===== src/rtl/serial_frame_rx.sv =====
`default_nettype none
// +----------------------------------------------------------------------+
// | serial_frame_rx : framed LSB-first serial receiver with one-deep     |
// |                   valid/ready output buffer, parity/frame/overrun.   |
// | Revision 1.0                                                         |
// +----------------------------------------------------------------------+
module serial_frame_rx #(
   parameter int N      = 4,
   parameter bit PAR_EN = 1'b1
) (
   input  logic         clk,
   input  logic         rst,
   input  logic         sin,
   input  logic         sin_vld,
   output logic [N-1:0] dout,
   output logic         perr,
   output logic         dvalid,
   input  logic         dready,
   output logic         ferr,
   output logic         ovr,
   output logic         busy
);

   localparam int CW = $clog2(N);
   localparam logic [CW-1:0] c_LAST = CW'(N - 1);

   localparam logic [1:0] c_IDLE   = 2'd0;
   localparam logic [1:0] c_DATA   = 2'd1;
   localparam logic [1:0] c_PARITY = 2'd2;
   localparam logic [1:0] c_STOP   = 2'd3;

   logic [1:0]    r_state;
   logic [CW-1:0] r_cnt;
   logic [N-1:0]  r_shreg;
   logic          r_pbit;
   logic [N-1:0]  r_dout;
   logic          r_perr;
   logic          r_dvalid;
   logic          r_ferr;
   logic          r_ovr;
   logic          w_pbad;

   assign w_pbad = PAR_EN ? ((^r_shreg) ^ r_pbit) : 1'b0;

   always_ff @(posedge clk) begin
      if (!rst) begin
         r_state  <= c_IDLE;
         r_cnt    <= '0;
         r_shreg  <= '0;
         r_pbit   <= 1'b0;
         r_dout   <= '0;
         r_perr   <= 1'b0;
         r_dvalid <= 1'b0;
         r_ferr   <= 1'b0;
         r_ovr    <= 1'b0;
      end else begin
         r_ferr <= 1'b0;
         r_ovr  <= 1'b0;
         if (r_dvalid && dready)
            r_dvalid <= 1'b0;
         if (sin_vld) begin
            case (r_state)
               c_IDLE: begin
                  if (!sin) begin
                     r_state <= c_DATA;
                     r_cnt   <= '0;
                  end
               end
               c_DATA: begin
                  r_shreg <= {sin, r_shreg[N-1:1]};
                  r_cnt   <= r_cnt + 1'b1;
                  if (r_cnt == c_LAST)
                     r_state <= PAR_EN ? c_PARITY : c_STOP;
               end
               c_PARITY: begin
                  r_pbit  <= sin;
                  r_state <= c_STOP;
               end
               c_STOP: begin
                  // a low stop bit ends the frame; it never doubles as a start bit
                  r_state <= c_IDLE;
                  if (sin) begin
                     if (!r_dvalid || dready) begin
                        r_dout   <= r_shreg;
                        r_perr   <= w_pbad;
                        r_dvalid <= 1'b1;
                     end else begin
                        r_ovr <= 1'b1;
                     end
                  end else begin
                     r_ferr <= 1'b1;
                  end
               end
               default: r_state <= c_IDLE;
            endcase
         end
      end
   end

   assign dout   = r_dout;
   assign perr   = r_perr;
   assign dvalid = r_dvalid;
   assign ferr   = r_ferr;
   assign ovr    = r_ovr;
   assign busy   = (r_state != c_IDLE);

endmodule
`default_nettype wire


===== config.mk =====
export PLATFORM = sky130hd
export DESIGN_NAME = serial_frame_rx
export DESIGN_NICKNAME = d
export VERILOG_FILES = /design/src/rtl/serial_frame_rx.sv
export SDC_FILE = /design/constraint.sdc
export NUM_CORES = 1
export LEC_CHECK = 0
export CAP_MARGIN = 30
export CORE_UTILIZATION = 54
export DETAILED_ROUTE_END_ITERATION = 10
export PLACE_DENSITY_LB_ADDON = 0.05
export SYNTH_ARGS = -nofsm -noshare
export SYNTH_HDL_FRONTEND = slang
export SYNTH_SLANG_ARGS = --single-unit

===== constraint.sdc =====
create_clock -name clk -period 3.8 [get_ports clk]
set_input_delay 0.76 -clock clk [delete_from_list [all_inputs] [get_ports clk]]
set_output_delay 0.76 -clock clk [all_outputs]
set_load 0.02 [all_outputs]

# [Word-level counts from Yosys, hierarchy flattened]
# Cells that the tools add are included.
[word_totals] out_inout_bits=9 in_bits=5 latch_bits=0 ff_bits=17 mem_count=0 mem_bits_ro=0 word_cells=43 ramBits=0
[op_classes] n_bitwise=1 magnitude_cmp=0 n_reduce_logical=14 div=0 multipliers=0 n_eq_ne=6 n_addsub=1 n_mux=12 n_shift=0
[op_table] op="$reduce_and 3->1" count=3
[op_table] op="$pmux 2 s4" count=1
[op_table] op="$reduce_and 4->1" count=2
[op_table] op="$mux 1" count=7
[op_table] op="$eq 2x2->1 const B" count=3
[op_table] op="$mux 2" count=3
[op_table] op="$ne 2x2->1 const B" count=2
[op_table] op="$pmux 2 s2" count=1
[op_table] op="$reduce_and 2->1" count=2
[op_table] op="$reduce_bool 2->1" count=2
[op_table] op="$reduce_xor 4->1" count=1
[op_table] op="$add 2x1->2 const B" count=1
[op_table] op="$eq 2x1->1 const B" count=1
[op_table] op="$logic_not 2->1" count=1
[op_table] op="$logic_and 1x1->1" count=1
[op_table] op="$logic_not 1->1" count=1
[op_table] op="$logic_or 1x1->1" count=1
[op_table] op="$xor 1x1->1" count=1

# [Depth between registers and ports, before layout]
[depth] word_depth=6 mapped_depth=7

# [Worst setup path after synthesis]
# Ideal clock, no wire load.
[synth_timing] path_kind="input-to-reg" start="input sin_vld" end="register r_state[0]" slack_ns=2.208 arrival_time_ns=1.471 required_ns=3.678 setup_time_ns=0.122 stages=4 cell_sequence="buf_4 -> a21boi_2 -> o21ai_1 -> o311a_1"
[synth_between] elab_chain_len=1
[synth_rtl] item="start, declared" line="14" text="input logic sin_vld,"
[synth_rtl] item="$reduce_and 3->1 (no source line)"
[synth_rtl] item="end signal, assigned" line="47" text="r_state <= c_IDLE;"
[synth_rtl] item="end signal, assigned" line="65" text="r_state <= c_DATA;"
[synth_rtl] item="end signal, assigned" line="73" text="r_state <= PAR_EN ? c_PARITY : c_STOP;"
[synth_rtl] item="end, declared" line="32" text="logic [1:0] r_state;"
# No other way between the ends.
# A chain may end at the register's enable or synchronous reset.

# [Final worst setup path]
[layout_timing] start="register r_state[0]" end="output busy"
[layout_between] elab_chain_len=1
[layout_rtl] item="$reduce_bool 2->1" line="105" text="assign busy = (r_state != c_IDLE);"
[layout_rtl] item="end, declared" line="21" text="output logic busy"
# No other way between the ends.

==> summary.md <==
STA classifies the critical path endpoint as an output port. The cell taking the most area after synthesis was sky130_fd_sc_hd__dfxtp_1. Walking the worst path, the cells encountered are inv_1 > ha_1 > inv_1 > clkdlybuf4s50_1. Buffers inserted to repair hold after CTS numbered 0.

The TritonCTS buffer count came out at 3. The startpoint identified for the worst register-to-register timing path is r_state[0]. The logs give 107 for the final net count and 0 for the count of buffers added by post-CTS timing repair for setup.

The tool flagged a number of max-cap violations equal to 0. The leftover overflow at the end of global routing is 0, and the count of final max-slew check failures is 0. In the synthesized netlist the async set-or-reset flop fraction comes to 0%. Entering global routing, the biggest net connects 18 pins. The internal power of the cells totals 0.2397 mW.

The layout has 109 filler cells. STA puts the critical path data required time at 3.04 ns. Port buffering added 13 buffers. The clock network latency to the later pin of the worst-skew pair came out at 0.29 ns. Initial antenna violation count: 0. The worst slew margin relative to its limit came out at 68.57%. The die is 40.75 um tall. The relative area change from synthesis to final layout works out to 19.75%. The tools report the clock net sink count as 17. The cell that appears most often on the critical path is sky130_fd_sc_hd__inv_1. The repair_antennas step left the layout with diodes totalling 0. VDD sags by at most 218.7 uV.

Along the worst path, the maximum fanout reaches 4. For the pin with the worst max-slew slack, the measured transition is 0.4700 ns. Counting flops with a built-in enable in the synthesized netlist gives 0. The library cell with the highest instance count after synthesis was sky130_fd_sc_hd__dfxtp_1.

The cell count after synthesis came out at 81. The initialized floorplan defines 13 standard-cell rows. Critical path start-end classification: flop to output port. The routed via count is 572, and the cell depth of the worst hold path is 2. The die footprint was 1661 sq um; the H-tree level count was 1.

The type of element launching the critical path is a flop. The number of warnings issued by yosys came out at 0. The run gives 1.69 ns as the endpoint arrival time on the critical path. Tracing the worst setup path back leads to its startpoint at r_state[0].

Setup violations remaining at the end of the flow were counted as 0. Static timing analysis puts the maximum clock frequency at 0.4085 GHz. The run gives 1350 sq um as the placeable core area.

The total area of multi-input combinational cells was 439.2 sq um. The cell area that synthesis handed to floorplanning was 810.8 sq um. For the final routed database, the setup TNS stands at 0 ns. A synthesized cell averages 10.01 sq um. The delay of the slowest cell on the worst path works out to 0.59 ns.

Switching share of power: 25.89%. The final estimated routing congestion in global placement is 0.6736. Dividing the detail-routed wire length by the instance count gives 11.80 um.

The number of global-route vias before repair was 458. The total length of routed wires was 1298 um. TritonCTS built the clock tree. The first global-routing pass estimated 1925 um of wire.

The number of cells on the critical path works out to 4. The part of the power in registers is 57.0%, and the sequential cell area is 340.3 sq um. The die width works out to 40.75 um. 14 I/O pins were placed. Sorting the synthesized cells by area gives the leading types as sky130_fd_sc_hd__dfxtp_1 42%, sky130_fd_sc_hd__ha_1 9.3%, sky130_fd_sc_hd__nor2b_1 7.7%. The endpoint of the worst setup timing path was busy. CTS placed an instance of sky130_fd_sc_hd__clkbuf_4 at the clock tree root. In this run the static leakage power is 0.3538 nW. Ranked by instance count, the synthesized netlist is headed by 17 x sky130_fd_sc_hd__dfxtp_1, 10 x sky130_fd_sc_hd__nand2_1, 10 x sky130_fd_sc_hd__nor2b_1.

For this design the total switching power over the nets is 0.08372 mW. The share of total power dissipated in the clock network is 29.9%. The total global routing track utilization is 18.01%, and the logic depth of the worst register-to-register path is 5.

The logs give 0.007694 ns for the final setup skew and 2 for the number of buffers on the longest clock path. The post-route clock period utilization was 64.42%; the minimum clock period was 2.448 ns. The most used flip-flop cell after synthesis is sky130_fd_sc_hd__dfxtp_1. After the first detailed-routing iteration, the DRC count stood at 7.

The synthesized design contains 17 register bits. In the routed design, unresolved DRC markers number 0. Counting both buffers and inverters, the worst setup path holds a total of 3.

Setup repair after global routing left no endpoint under its margin. The post-synthesis net count was 92; the share of final-layout standard cells stronger than drive strength 1 was 8.421%. The quantity of gates resized following cts came out at 0. In this run the register-to-register setup slack is 2.33 ns. The worst register-to-register path ends at r_state[0].

The worst min-delay path category is flop to flop. Yosys mapped the design onto 25 distinct sky130hd cell types. The run gives 71.92% as the post-route core utilization. The number of antenna-violating nets in the routed design is 0. Summing the sequential cell areas from Yosys gives 41.98% of the chip area. The total iterations of the first detailed-routing run is 4, and the detail-routed via count per cell is 5.200.

The flow ran to the end, and the final reports show no timing, DRC or antenna violations. For this design the ratio of total power to cell area is 333.1 nW/um^2. In this run, the combinational gates consume 13.1% of the power.

Once detailed placement completed, the half-perimeter wirelength came to 964.1 um. For this design, the slowest cell found on the critical path is sky130_fd_sc_hd__clkdlybuf4s50_1. The clock slew seen by the registers of the worst setup and hold paths was 0.09 ns; the area share of the largest cell type after synthesis was 41.98%. Kind of cell with the highest combined delay on the critical path: buffers and inverters. Initial core utilization: 60.06%. The tools report the number of hold violations in the final report as 0.
## cell type report
type	count	share of cell area, %
multi-input combinational	57	45.23
sequential	17	35.05
timing repair buffer	13	13.40
clock buffer	3	2.320
tap	15	1.933
inverter	4	1.546
clock inverter	1	0.5155
## cells by family after synthesis
logic type	Yosys count	share of synthesized area, %
AND/OR/NAND/NOR	29	20.68
flip-flops	17	41.98
AO/OA/AOI/OAI	14	13.12
buffers and inverters	7	3.857
adder cells (fa/ha/maj)	6	9.259
multiplexers	5	6.173
XOR/XNOR	3	4.938
## worst min path at each step
stage            from     end  slack, ns
4_1_cts        r_pbit  r_pbit       0.49
2_1_floorplan  r_pbit  r_pbit       0.46
5_1_grt        r_pbit  r_pbit       0.51
3_3_place_gp   r_pbit  r_pbit       0.47
6_report       r_pbit  r_pbit       0.48
3_5_place_dp   r_pbit  r_pbit       0.47
## cells in the final DEF (no fill, tap or decap), types with 2 or more instances in the layout
cell type / netlist / routed
sky130_fd_sc_hd__a21boi_0: 5 / 5
sky130_fd_sc_hd__a21boi_2: 2 / 2
sky130_fd_sc_hd__clkbuf_4: 0 / 3
sky130_fd_sc_hd__clkdlybuf4s50_1: 0 / 13
sky130_fd_sc_hd__dfxtp_1: 17 / 17
sky130_fd_sc_hd__ha_1: 6 / 6
sky130_fd_sc_hd__inv_1: 4 / 4
sky130_fd_sc_hd__mux2i_1: 5 / 5
sky130_fd_sc_hd__nand2_1: 10 / 10
sky130_fd_sc_hd__nand3_1: 5 / 5
sky130_fd_sc_hd__nor2b_1: 10 / 10
sky130_fd_sc_hd__o21ai_0: 2 / 2
## routing by layer
metal	routed length, um	track usage, %	vias up
met5	0	0	-
met4	18	7.500	0
met1	617	20.79	258
met2	622	32.14	10
met3	40	3.261	2
li1	-	-	302
## sequential cells by signal, indices dropped and copies added (netlist names)
signal	cells
perr	1
dout	4
r_state	2
r_shreg	4
ferr	1
ovr	1
r_cnt	2
dvalid	1
r_pbit	1
## per-stage QoR
step | std cells | power [mW] | hold WS (ns) | setup WS, ns | cell area, sq um
floorplan | 81 | 0.2170 | 0.4550 | 2.208 | 810.8
global placement | 106 | 0.2289 | 0.4677 | 1.589 | 943.4
detailed placement | 106 | 0.2310 | 0.4718 | 1.550 | 943.4
CTS | 110 | 0.3246 | 0.4855 | 1.342 | 970.9
global route | 110 | 0.3361 | 0.5110 | 1.268 | 970.9
finish | 110 | 0.3234 | 0.4802 | 1.352 | 970.9
## power by group through the flow
stage / clock [mW] / sequential [mW] / combinational, mW
global placement: 0 / 0.188 / 0.0404
detailed placement: 0 / 0.189 / 0.0422
CTS: 0.0975 / 0.185 / 0.0426
floorplan: 0 / 0.188 / 0.0291
global route: 0.105 / 0.185 / 0.0462
finish: 0.0965 / 0.184 / 0.0424
## worst min-delay path, cell delays in order (launching register included)
cell	delay, ns
sky130_fd_sc_hd__dfxtp_1	0.33
sky130_fd_sc_hd__nand2_1	0.05
sky130_fd_sc_hd__a21boi_0	0.06
Power figures use the tool's default switching activity.
